<file path="src/rtl/lcd_rx_pkg.sv">
// Shared types, instruction match constants and address folding
// for the HD44780-style 4-bit bus receiver.
package lcd_rx_pkg;

    localparam int BUF_DEPTH = 32;
    localparam int IDX_W     = 5;

    localparam logic [6:0] LINE0_BASE = 7'h00;
    localparam logic [6:0] LINE1_BASE = 7'h40;

    localparam logic [7:0] CLEAR          = 8'h01;
    localparam logic [7:0] HOME           = 8'h02;
    localparam logic [7:0] HOME_MASK      = 8'hFE;
    localparam logic [7:0] ENTRY          = 8'h04;
    localparam logic [7:0] ENTRY_MASK     = 8'hFC;
    localparam logic [7:0] FUNC_SET       = 8'h20;
    localparam logic [7:0] FUNC_SET_MASK  = 8'hE0;
    localparam logic [7:0] SET_DDRAM      = 8'h80;
    localparam logic [7:0] SET_DDRAM_MASK = 8'h80;

    typedef enum logic {
        CLR_IDLE,
        CLR_FILL
    } clr_state_t;

    typedef struct packed {
        logic       rs;
        logic       rw;
        logic       e;
        logic [3:0] nib;
    } bus_t;

    function automatic logic is_instr(
        input logic [7:0] b,
        input logic [7:0] val,
        input logic [7:0] mask
    );
        return (b & mask) == val;
    endfunction

    // Line select comes from the 0x40 bit, column from the low nibble.
    function automatic logic [IDX_W-1:0] fold_addr(input logic [6:0] a);
        logic line;
        line = (a & LINE1_BASE) != LINE0_BASE;
        return {line, a[3:0]};
    endfunction

endpackage

</file>
<file path="src/rtl/lcd_nibble_capture.sv">
// Bus synchroniser, E fall detection and nibble/byte assembly
// for both 8-bit init mode and 4-bit mode.
module lcd_nibble_capture
    import lcd_rx_pkg::*;
#(
    parameter int SYNC_STAGES = 2
) (
    input  logic       clk,
    input  logic       rst_n,
    input  logic       rs,
    input  logic       rw,
    input  logic       e,
    input  logic [3:0] d,
    output logic       byte_valid,
    output logic [7:0] byte_data,
    output logic       byte_rs,
    output logic       nibble_mode,
    output logic       rd_seen
);

    bus_t [SYNC_STAGES-1:0] sync_q;
    bus_t       cur;
    logic       e_prev;
    logic       strb_q;
    logic       rs_q;
    logic       rw_q;
    logic [3:0] nib_q;
    logic       phase;
    logic [3:0] hi;
    logic [7:0] wide;

    assign cur  = sync_q[SYNC_STAGES-1];
    assign wide = {nib_q, 4'h0};

    always_ff @(posedge clk or negedge rst_n) begin
        if (!rst_n) begin
            sync_q <= '0;
        end else begin
            sync_q[0] <= '{rs: rs, rw: rw, e: e, nib: d};
            for (int i = 1; i < SYNC_STAGES; i++) begin
                sync_q[i] <= sync_q[i-1];
            end
        end
    end

    // Registered strobe stage keeps the assembly logic off the sync path.
    always_ff @(posedge clk or negedge rst_n) begin
        if (!rst_n) begin
            e_prev <= 1'b0;
            strb_q <= 1'b0;
            rs_q   <= 1'b0;
            rw_q   <= 1'b0;
            nib_q  <= 4'h0;
        end else begin
            e_prev <= cur.e;
            strb_q <= e_prev & ~cur.e;
            rs_q   <= cur.rs;
            rw_q   <= cur.rw;
            nib_q  <= cur.nib;
        end
    end

    always_ff @(posedge clk or negedge rst_n) begin
        if (!rst_n) begin
            byte_valid  <= 1'b0;
            byte_data   <= 8'h00;
            byte_rs     <= 1'b0;
            nibble_mode <= 1'b0;
            rd_seen     <= 1'b0;
            phase       <= 1'b0;
            hi          <= 4'h0;
        end else begin
            byte_valid <= 1'b0;
            if (strb_q) begin
                if (rw_q) begin
                    rd_seen <= 1'b1;
                end else if (!nibble_mode) begin
                    byte_valid <= 1'b1;
                    byte_data  <= wide;
                    byte_rs    <= rs_q;
                    if (is_instr(wide, FUNC_SET, FUNC_SET_MASK) && !wide[4]) begin
                        nibble_mode <= 1'b1;
                    end
                end else if (!phase) begin
                    hi    <= nib_q;
                    phase <= 1'b1;
                end else begin
                    byte_valid <= 1'b1;
                    byte_data  <= {hi, nib_q};
                    byte_rs    <= rs_q;
                    phase      <= 1'b0;
                end
            end
        end
    end

endmodule

</file>
<file path="src/rtl/lcd_bus_receiver.sv">
// Receive-side LCD bus model: executes display instructions
// against a 2x16 shadow buffer with a clear-fill sequencer.
module lcd_bus_receiver
    import lcd_rx_pkg::*;
#(
    parameter logic [7:0] CLEAR_CHAR  = 8'h20,
    parameter int         SYNC_STAGES = 2
) (
    input  logic       clk,
    input  logic       rst_n,
    input  logic       lcd_rs,
    input  logic       lcd_rw,
    input  logic       lcd_e,
    input  logic       lcd_4,
    input  logic       lcd_5,
    input  logic       lcd_6,
    input  logic       lcd_7,
    output logic       byte_valid,
    output logic [7:0] byte_data,
    output logic       byte_rs,
    output logic       nibble_mode,
    output logic [4:0] cursor,
    output logic       busy,
    input  logic [4:0] rd_addr,
    output logic [7:0] rd_data,
    output logic       overrun,
    output logic       rd_seen
);

    clr_state_t state;
    clr_state_t state_n;
    logic [4:0] fill_idx;
    logic [4:0] fill_n;
    logic       inc;
    logic       exec;
    logic       do_clear;
    logic       do_data;
    logic       fill_done;
    logic       wr_en;
    logic [4:0] wr_addr;
    logic [7:0] wr_data;
    logic [7:0] mem [BUF_DEPTH];

    lcd_nibble_capture #(
        .SYNC_STAGES(SYNC_STAGES)
    ) u_capture (
        .clk        (clk),
        .rst_n      (rst_n),
        .rs         (lcd_rs),
        .rw         (lcd_rw),
        .e          (lcd_e),
        .d          ({lcd_7, lcd_6, lcd_5, lcd_4}),
        .byte_valid (byte_valid),
        .byte_data  (byte_data),
        .byte_rs    (byte_rs),
        .nibble_mode(nibble_mode),
        .rd_seen    (rd_seen)
    );

    assign exec      = byte_valid && (state == CLR_IDLE);
    assign do_clear  = exec && !byte_rs && (byte_data == CLEAR);
    assign do_data   = exec && byte_rs;
    assign fill_done = (state == CLR_FILL) && (fill_idx == 5'd31);
    // The clear byte cycle itself writes cell 0, so busy covers it too.
    assign busy      = (state == CLR_FILL) || do_clear;

    always_ff @(posedge clk or negedge rst_n) begin
        if (!rst_n) begin
            state    <= CLR_IDLE;
            fill_idx <= 5'd0;
        end else begin
            state    <= state_n;
            fill_idx <= fill_n;
        end
    end

    always_comb begin
        state_n = state;
        fill_n  = fill_idx;
        unique case (state)
            CLR_IDLE: begin
                if (do_clear) begin
                    state_n = CLR_FILL;
                    fill_n  = 5'd1;
                end
            end
            CLR_FILL: begin
                fill_n = fill_idx + 5'd1;
                if (fill_idx == 5'd31) begin
                    state_n = CLR_IDLE;
                end
            end
            default: state_n = CLR_IDLE;
        endcase
    end

    always_comb begin
        wr_en   = 1'b0;
        wr_addr = cursor;
        wr_data = byte_data;
        unique case (1'b1)
            (state == CLR_FILL): begin
                wr_en   = 1'b1;
                wr_addr = fill_idx;
                wr_data = CLEAR_CHAR;
            end
            do_clear: begin
                wr_en   = 1'b1;
                wr_addr = 5'd0;
                wr_data = CLEAR_CHAR;
            end
            do_data: wr_en = 1'b1;
            default: wr_en = 1'b0;
        endcase
    end

    always_ff @(posedge clk or negedge rst_n) begin
        if (!rst_n) begin
            cursor <= 5'd0;
            inc    <= 1'b1;
        end else if (fill_done) begin
            cursor <= 5'd0;
            inc    <= 1'b1;
        end else if (exec && !do_clear) begin
            if (byte_rs) begin
                cursor <= inc ? cursor + 5'd1 : cursor - 5'd1;
            end else if (is_instr(byte_data, HOME, HOME_MASK)) begin
                cursor <= 5'd0;
            end else if (is_instr(byte_data, ENTRY, ENTRY_MASK)) begin
                inc <= byte_data[1];
            end else if (is_instr(byte_data, SET_DDRAM, SET_DDRAM_MASK)) begin
                cursor <= fold_addr(byte_data[6:0]);
            end
        end
    end

    always_ff @(posedge clk or negedge rst_n) begin
        if (!rst_n) begin
            overrun <= 1'b0;
        end else if (byte_valid && state == CLR_FILL) begin
            overrun <= 1'b1;
        end
    end

    always_ff @(posedge clk or negedge rst_n) begin
        if (!rst_n) begin
            for (int i = 0; i < BUF_DEPTH; i++) begin
                mem[i] <= CLEAR_CHAR;
            end
        end else if (wr_en) begin
            mem[wr_addr] <= wr_data;
        end
    end

    always_ff @(posedge clk or negedge rst_n) begin
        if (!rst_n) begin
            rd_data <= CLEAR_CHAR;
        end else begin
            rd_data <= mem[rd_addr];
        end
    end

endmodule

</file>
<file path="config.mk">
export PLATFORM = sky130hd
export DESIGN_NAME = lcd_bus_receiver
export DESIGN_NICKNAME = d
export VERILOG_FILES = /design/src/rtl/lcd_rx_pkg.sv /design/src/rtl/lcd_nibble_capture.sv /design/src/rtl/lcd_bus_receiver.sv
export SDC_FILE = /design/constraint.sdc
export NUM_CORES = 1
export LEC_CHECK = 0
export BUFFER_PORTS_ARGS = -buffer_cell sky130_fd_sc_hd__buf_2
export CORE_ASPECT_RATIO = 1.4
export CORE_MARGIN = 4
export CORE_UTILIZATION = 62
export CTS_CLUSTER_SIZE = 25
export DETAILED_ROUTE_END_ITERATION = 12
export PLACE_DENSITY_LB_ADDON = 0.1
export SYNTH_ARGS = -nofsm -noshare
export SYNTH_HDL_FRONTEND = slang
export SYNTH_HIERARCHICAL = 1
export SYNTH_SLANG_ARGS = --single-unit
</file>
<file path="constraint.sdc">
create_clock -name clk -period 3 [get_ports clk]
set_input_delay 0 -clock clk [delete_from_list [all_inputs] [get_ports clk]]
set_output_delay 0 -clock clk [all_outputs]
set_load 0.05 [all_outputs]
</file>
# After elaboration in Yosys (flattened, before gate mapping)
# Cells that the tools add are included.
# classes
n_addsub,3
bitwise,7
reduce_logical,25
n_mux,37
eq_ne,10
n_lt_le_gt_ge,3
# ops
op,n
256-bit bitwise mux,1
8-bit two-way mux,6
8-bit binary-select mux with 5-bit select,1
8-bit demux with 5-bit select,1
5-bit two-way mux,8
5-bit case mux with 2 select lines,2
1-bit two-way mux,17
6-bit greater-or-equal comparator (second input constant),2
5-bit inverter with 6-bit output,2
5-bit by 1-bit adder with 5-bit output (second input constant),2
1-bit logical AND,9
3-bit AND reduction,3
8-bit by 1-bit equality test with 1-bit output (second input constant),1
2-bit != test (second input constant),4
4-bit AND reduction,2
7-bit by 1-bit equality test with 1-bit output (second input constant),1
6-bit by 1-bit equality test with 1-bit output (second input constant),1
6-bit by 1-bit less-than comparator with 1-bit output (second input constant),1
5-bit equality test (second input constant),1
5-bit by 1-bit subtractor with 5-bit output (second input constant),1
4-bit by 3-bit != test with 1-bit output (second input constant),1
1-bit inverter,4
2-bit AND reduction,2
2-bit nonzero test,2
8 further kinds,10
# totals
out_inout_bits,27
ff_bits,316
input_bits,14
elab_cells,143

# Longest topological paths before layout
# logic_depth
word_depth,11
mapped_depth,6

# By module
# The synthesis kept the hierarchy.
# modules_own_cells
module,area_each_um2,cells_each,instances
lcd_bus_receiver,13090.1,859,1
lcd_nibble_capture,1302.5,83,1

# Worst setup path after synthesis
# OpenSTA, ideal clock, no wires.
# synth_timing
path_kind,register -> register
startpoint,register u_capture.byte_rs
endpoint,register mem[176] (netlist name)
setup_ns,0.125
path_stages_with_launch,7
period_less_slack_ns,2.471
setup_slack_ns,0.529
t_arrival_ns,2.346
path_cell_list,dfrtp_1 > buf_2 > nand4b_1 > and2_1 > buf_2 > nor4_4 > mux2_4
# synth_between
elab_chain_len,10
elab_cells_between_ends,16
# synth_rtl
element,line_no,source
start: declaration,lcd_nibble_capture.sv:16,"output logic byte_rs,"
start signal: assignment,lcd_nibble_capture.sv:80,byte_rs <= rs_q;
start signal: assignment,lcd_nibble_capture.sv:90,byte_rs <= rs_q;
1-bit zero test,lcd_bus_receiver.sv:61,assign do_clear = exec && !byte_rs && (byte_data == CLEAR);
1-bit logical AND (2 in a row),lcd_bus_receiver.sv:61,
5-bit case mux with 2 select lines,lcd_bus_receiver.sv:101,unique case (1'b1)
5-bit inverter with 6-bit output (implied by the code),lcd_bus_receiver.sv:151,mem[wr_addr] <= wr_data;
6-bit greater-or-equal comparator (implied by the code) / 6-bit by 1-bit less-than comparator with 1-bit output (equally long branches),lcd_bus_receiver.sv:151,
1-bit logical AND (implied by the code),lcd_bus_receiver.sv:151,
8-bit two-way mux (implied by the code),lcd_bus_receiver.sv:151,
8-bit demux with 5-bit select,lcd_bus_receiver.sv:151,
256-bit bitwise mux,lcd_bus_receiver.sv:151,
end signal: indexed assignment,lcd_bus_receiver.sv:151,
end: declaration,lcd_bus_receiver.sv:42,logic [7:0] mem [BUF_DEPTH];
# Several ways; a longest one is shown, not always the timed one.
# A chain may end at the register's enable or synchronous reset.

# Worst setup path after layout
# layout_timing
startpoint,register state
endpoint,register mem[43] (netlist name)
# layout_between
elab_chain_len,11
elab_cells_between_ends,17
# layout_rtl
element,line_no,source
start: declaration,lcd_bus_receiver.sv:30,clr_state_t state;
start signal: assignment,lcd_bus_receiver.sv:72,state <= state_n;
1-bit inverter,lcd_bus_receiver.sv:60,assign exec = byte_valid && (state == CLR_IDLE);
1-bit logical AND,lcd_bus_receiver.sv:60,
1-bit logical AND (2 in a row),lcd_bus_receiver.sv:61,
5-bit case mux with 2 select lines,lcd_bus_receiver.sv:101,
5-bit inverter with 6-bit output (implied by the code),lcd_bus_receiver.sv:151,
6-bit greater-or-equal comparator (implied by the code) / 6-bit by 1-bit less-than comparator with 1-bit output (equally long branches),lcd_bus_receiver.sv:151,
1-bit logical AND (implied by the code),lcd_bus_receiver.sv:151,
8-bit two-way mux (implied by the code),lcd_bus_receiver.sv:151,
8-bit demux with 5-bit select,lcd_bus_receiver.sv:151,
256-bit bitwise mux,lcd_bus_receiver.sv:151,
# Several ways; a longest one is shown, not always the timed one.

==> impl_results.md <==
- Status: completed
- Slew Viols, Final: 0
- N_diodes: 0
- Fraction of layout cells with a size suffix above 1: 50.15%
- Clock Skew: 0.01583 ns
- RSZ-0062 raised after global routing: false
- CP Data Required Time: 3.43 ns
- Synthesis Warnings: 6
- CTS tree: done
- Final wirelength: 31970 um
- Largest net degree at the start of global routing: 119
- Final setup viols: 0
- Vias in the first global route: 9271
- Register area share after synthesis: 55.24%
- Worst rel slew slack: 34.76%
- TritonCTS Sinks: 316
- Flop-to-flop setup slack: 0.37 ns
- Cell Rows: 65
- Placement Setup Slack: 0.4420 ns
- Tcrit/Tclk final: 87.80%
- Starting Density: 63.43%
- Die footprint: 25750 um^2
- Post-synthesis mux area share: 31.19%
- Worst Setup SP: state
- Multi-input logic area: 6153 um^2
- Fraction of registers with async set/reset: 100.0%
- Routability Congestion: 0.8674
- Clock buffer depth: 3
- Root buffer cell: clkbuf_16
- Residual DRC: 0
- Detailed placer's ending HPWL: 21400 um
- Final WS setup: 0.3660 ns
- Nets: 1004
- Ports: 41
- Worst-path clk slew: 0.07 ns
- Critical path's slowest cell: nand3_1
- Worst path top cell family by delay: simple AND/OR/NAND/NOR gates
- Reg area: 7950 um^2
- DR vias/cell: 6.419
- Min-Delay Path Depth: 2
- DR pass1 iterations: 5
- Synthesized instance count: 942
- Fill count: 1503
- First-iteration detailed-routing DRC count: 530
- Final Hold Vio Count: 0
- Tmin final: 2.634 ns
- Adder-cell share of the synthesized area: 0.5738%
- Syn nets: 962
- Hold Crit Start: lcd_4
- Largest family of logic cells by synthesized area: multiplexers
- Count of different cell masters after synthesis: 61
- R2r endpoint: mem[43]
- Post-Synth Simple-Gate Area: 6.929%
- Initial antenna violation count: 0
- Setup TNS: 0 ns
- Area Overhead vs Synth: 11.24%
- Setup crit end kind: register
- Reg2reg start: state
- Worst slew pin tran: 0.9786 ns
- Max stage delay on crit path: 0.63 ns
- CP Buf/Inv Count: 1
- Die H: 188.3 um
- Worst setup path class: reg2reg
- CP arrival: 3.07 ns
- Critical Path Fanout Max: 26
- Antenna-violating nets left: 0
- Post-synth EDFFs: 0
- GRT Residual Overflow: 0
- Worst min path class: in2reg
- Core Area: 22690 um^2
- Most used DFF post-synth: dfrtp_1
- Via count: 8396
- Startpoint types: register
- Chip width: 136.8 um
- First-pass GRT wire length: 51890 um
- Syn Area/Cell: 15.28 um^2
- Synth Area in Compound Gates: 3.616%
- XOR/XNOR share of the synthesized area: 0.3043%
- CP cell instances: buf_12, nand2_1, o2bb2ai_1, nand3_1, mux2_2
- CTS H-tree lvls: 1
- Seq cells post-synth: 316
- Fmax: 379.6 MHz
- Hold WS: 0.09178 ns
- Max-cap violation count: 0
- WL per Instance: 24.44 um
- Clk_lat worst skew: 0.55 ns
- Reg2Reg Depth: 5
- Port Buffer Count: 40
- Total CTS buffers: 29
- Post-CTS setup buffer count: 0
- Mapped Area: 14390 um^2
- Tot GR Track Use: 25.91%
- Leakage: 7.465 nW
- Final Core Density: 70.56%
- WHS Endpoint: u_capture/sync_q[0]
- Maximum vdd ir drop: 0.0006707 V
- Pwr/cell area: 672.2 nW/um^2
cells in the final DEF, fill, tap and decap left out, types with 13 or more instances in the layout:
master     instances
buf_2             38
buf_4             20
clkbuf_16         29
dfrtp_1          282
dfstp_2           34
mux2_2           248
mux2_4            13
mux4_2            64
nand2_1           25
nand3_1           18
o21ai_0           17
o22ai_1           33
repair_timing:
action / in CTS / in global routing
endpoints found under the hold margin: 108 / 0
hold buffers: 8 / 0
resized for setup: 0 / 0
flip-flops by register name, indices dropped and copies added, names as in the netlist, 5 cells and up:
name,count
mem,256
rd_data,8
u_capture/byte_data,8
u_capture/cur,7
u_capture/sync_q,7
cursor,5
fill_idx,5
cell usage after synthesis (6+ instances only):
| cell | count | area, um^2 |
|---|---|---|
| o22ai_1 | 33 | 206.5 |
| a211oi_1 | 7 | 52.55 |
| buf_2 | 12 | 60.06 |
| mux4_2 | 64 | 1441 |
| nand4_1 | 10 | 62.56 |
| dfrtp_1 | 282 | 7057 |
| nand3_1 | 18 | 90.09 |
| nor2_1 | 7 | 26.28 |
| nor4_4 | 10 | 212.7 |
| nand2_1 | 25 | 93.84 |
| clkbuf_1 | 41 | 153.9 |
| mux2_2 | 248 | 2793 |
| dfstp_2 | 34 | 893.4 |
| inv_1 | 6 | 22.52 |
| nor4_1 | 8 | 50.05 |
| a21oi_1 | 10 | 50.05 |
| o21ai_0 | 17 | 85.08 |
| nor2b_1 | 13 | 81.33 |
| mux2_4 | 13 | 195.2 |
| mux2i_1 | 6 | 60.06 |
through the flow:
stage               std cells  cell area [um^2]  power, mW
CTS                      1308             16010      10.83
global route             1308             16010      11.18
floorplan                 942             14390      6.466
global placement         1246             14980      7.021
detailed placement       1246             14980      7.141
finish                   1308             16010      10.76
power by group:
part / leakage [nW] / internal, mW / switching [mW]
Sequential: 4.19 / 4.64 / 0.328
Combinational: 2.81 / 0.746 / 1.37
Clock: 0.468 / 2.11 / 1.57
Total: 7.46 / 7.49 / 3.27
worst max-delay path by stage:
stage	endpoint	cells past startpoint	slack, ns
6_report	mem[43]	5	0.37
3_5_place_dp	mem[232]	5	0.44
3_3_place_gp	mem[116]	4	0.59
5_1_grt	mem[35]	5	0.26
2_1_floorplan	mem[176]	6	0.53
4_1_cts	mem[233]	5	0.40
layer usage:
layer / vias to the layer above / routed length, um / global-route usage, %
li1: 3624 / - / -
met1: 4482 / 12880 / 34.48
met2: 225 / 16530 / 43.87
met3: 65 / 1363 / 3.579
met4: 0 / 1197 / 9.140
met5: - / 0 / 0
logic make-up (layout without fill, tap and decap cells):
| kind of cell | Yosys count | count (layout) |
|---|---|---|
| fa+ha+maj | 6 | 6 |
| flops | 316 | 316 |
| buf+inv | 69 | 134 |
| simple gates | 132 | 132 |
| xor+xnor | 5 | 5 |
| compound gates | 83 | 83 |
| mux | 331 | 331 |
final cells by class:
cell class	count	share of cell area, %
Clock buffer	44	5.259
Timing Repair Buffer	73	3.470
Tap cell	301	2.352
Clock inverter	10	0.6643
Inverter	7	0.1641
Sequential cell	316	49.66
Multi-Input combinational cell	557	38.43
Power figures use the tool's default switching activity.
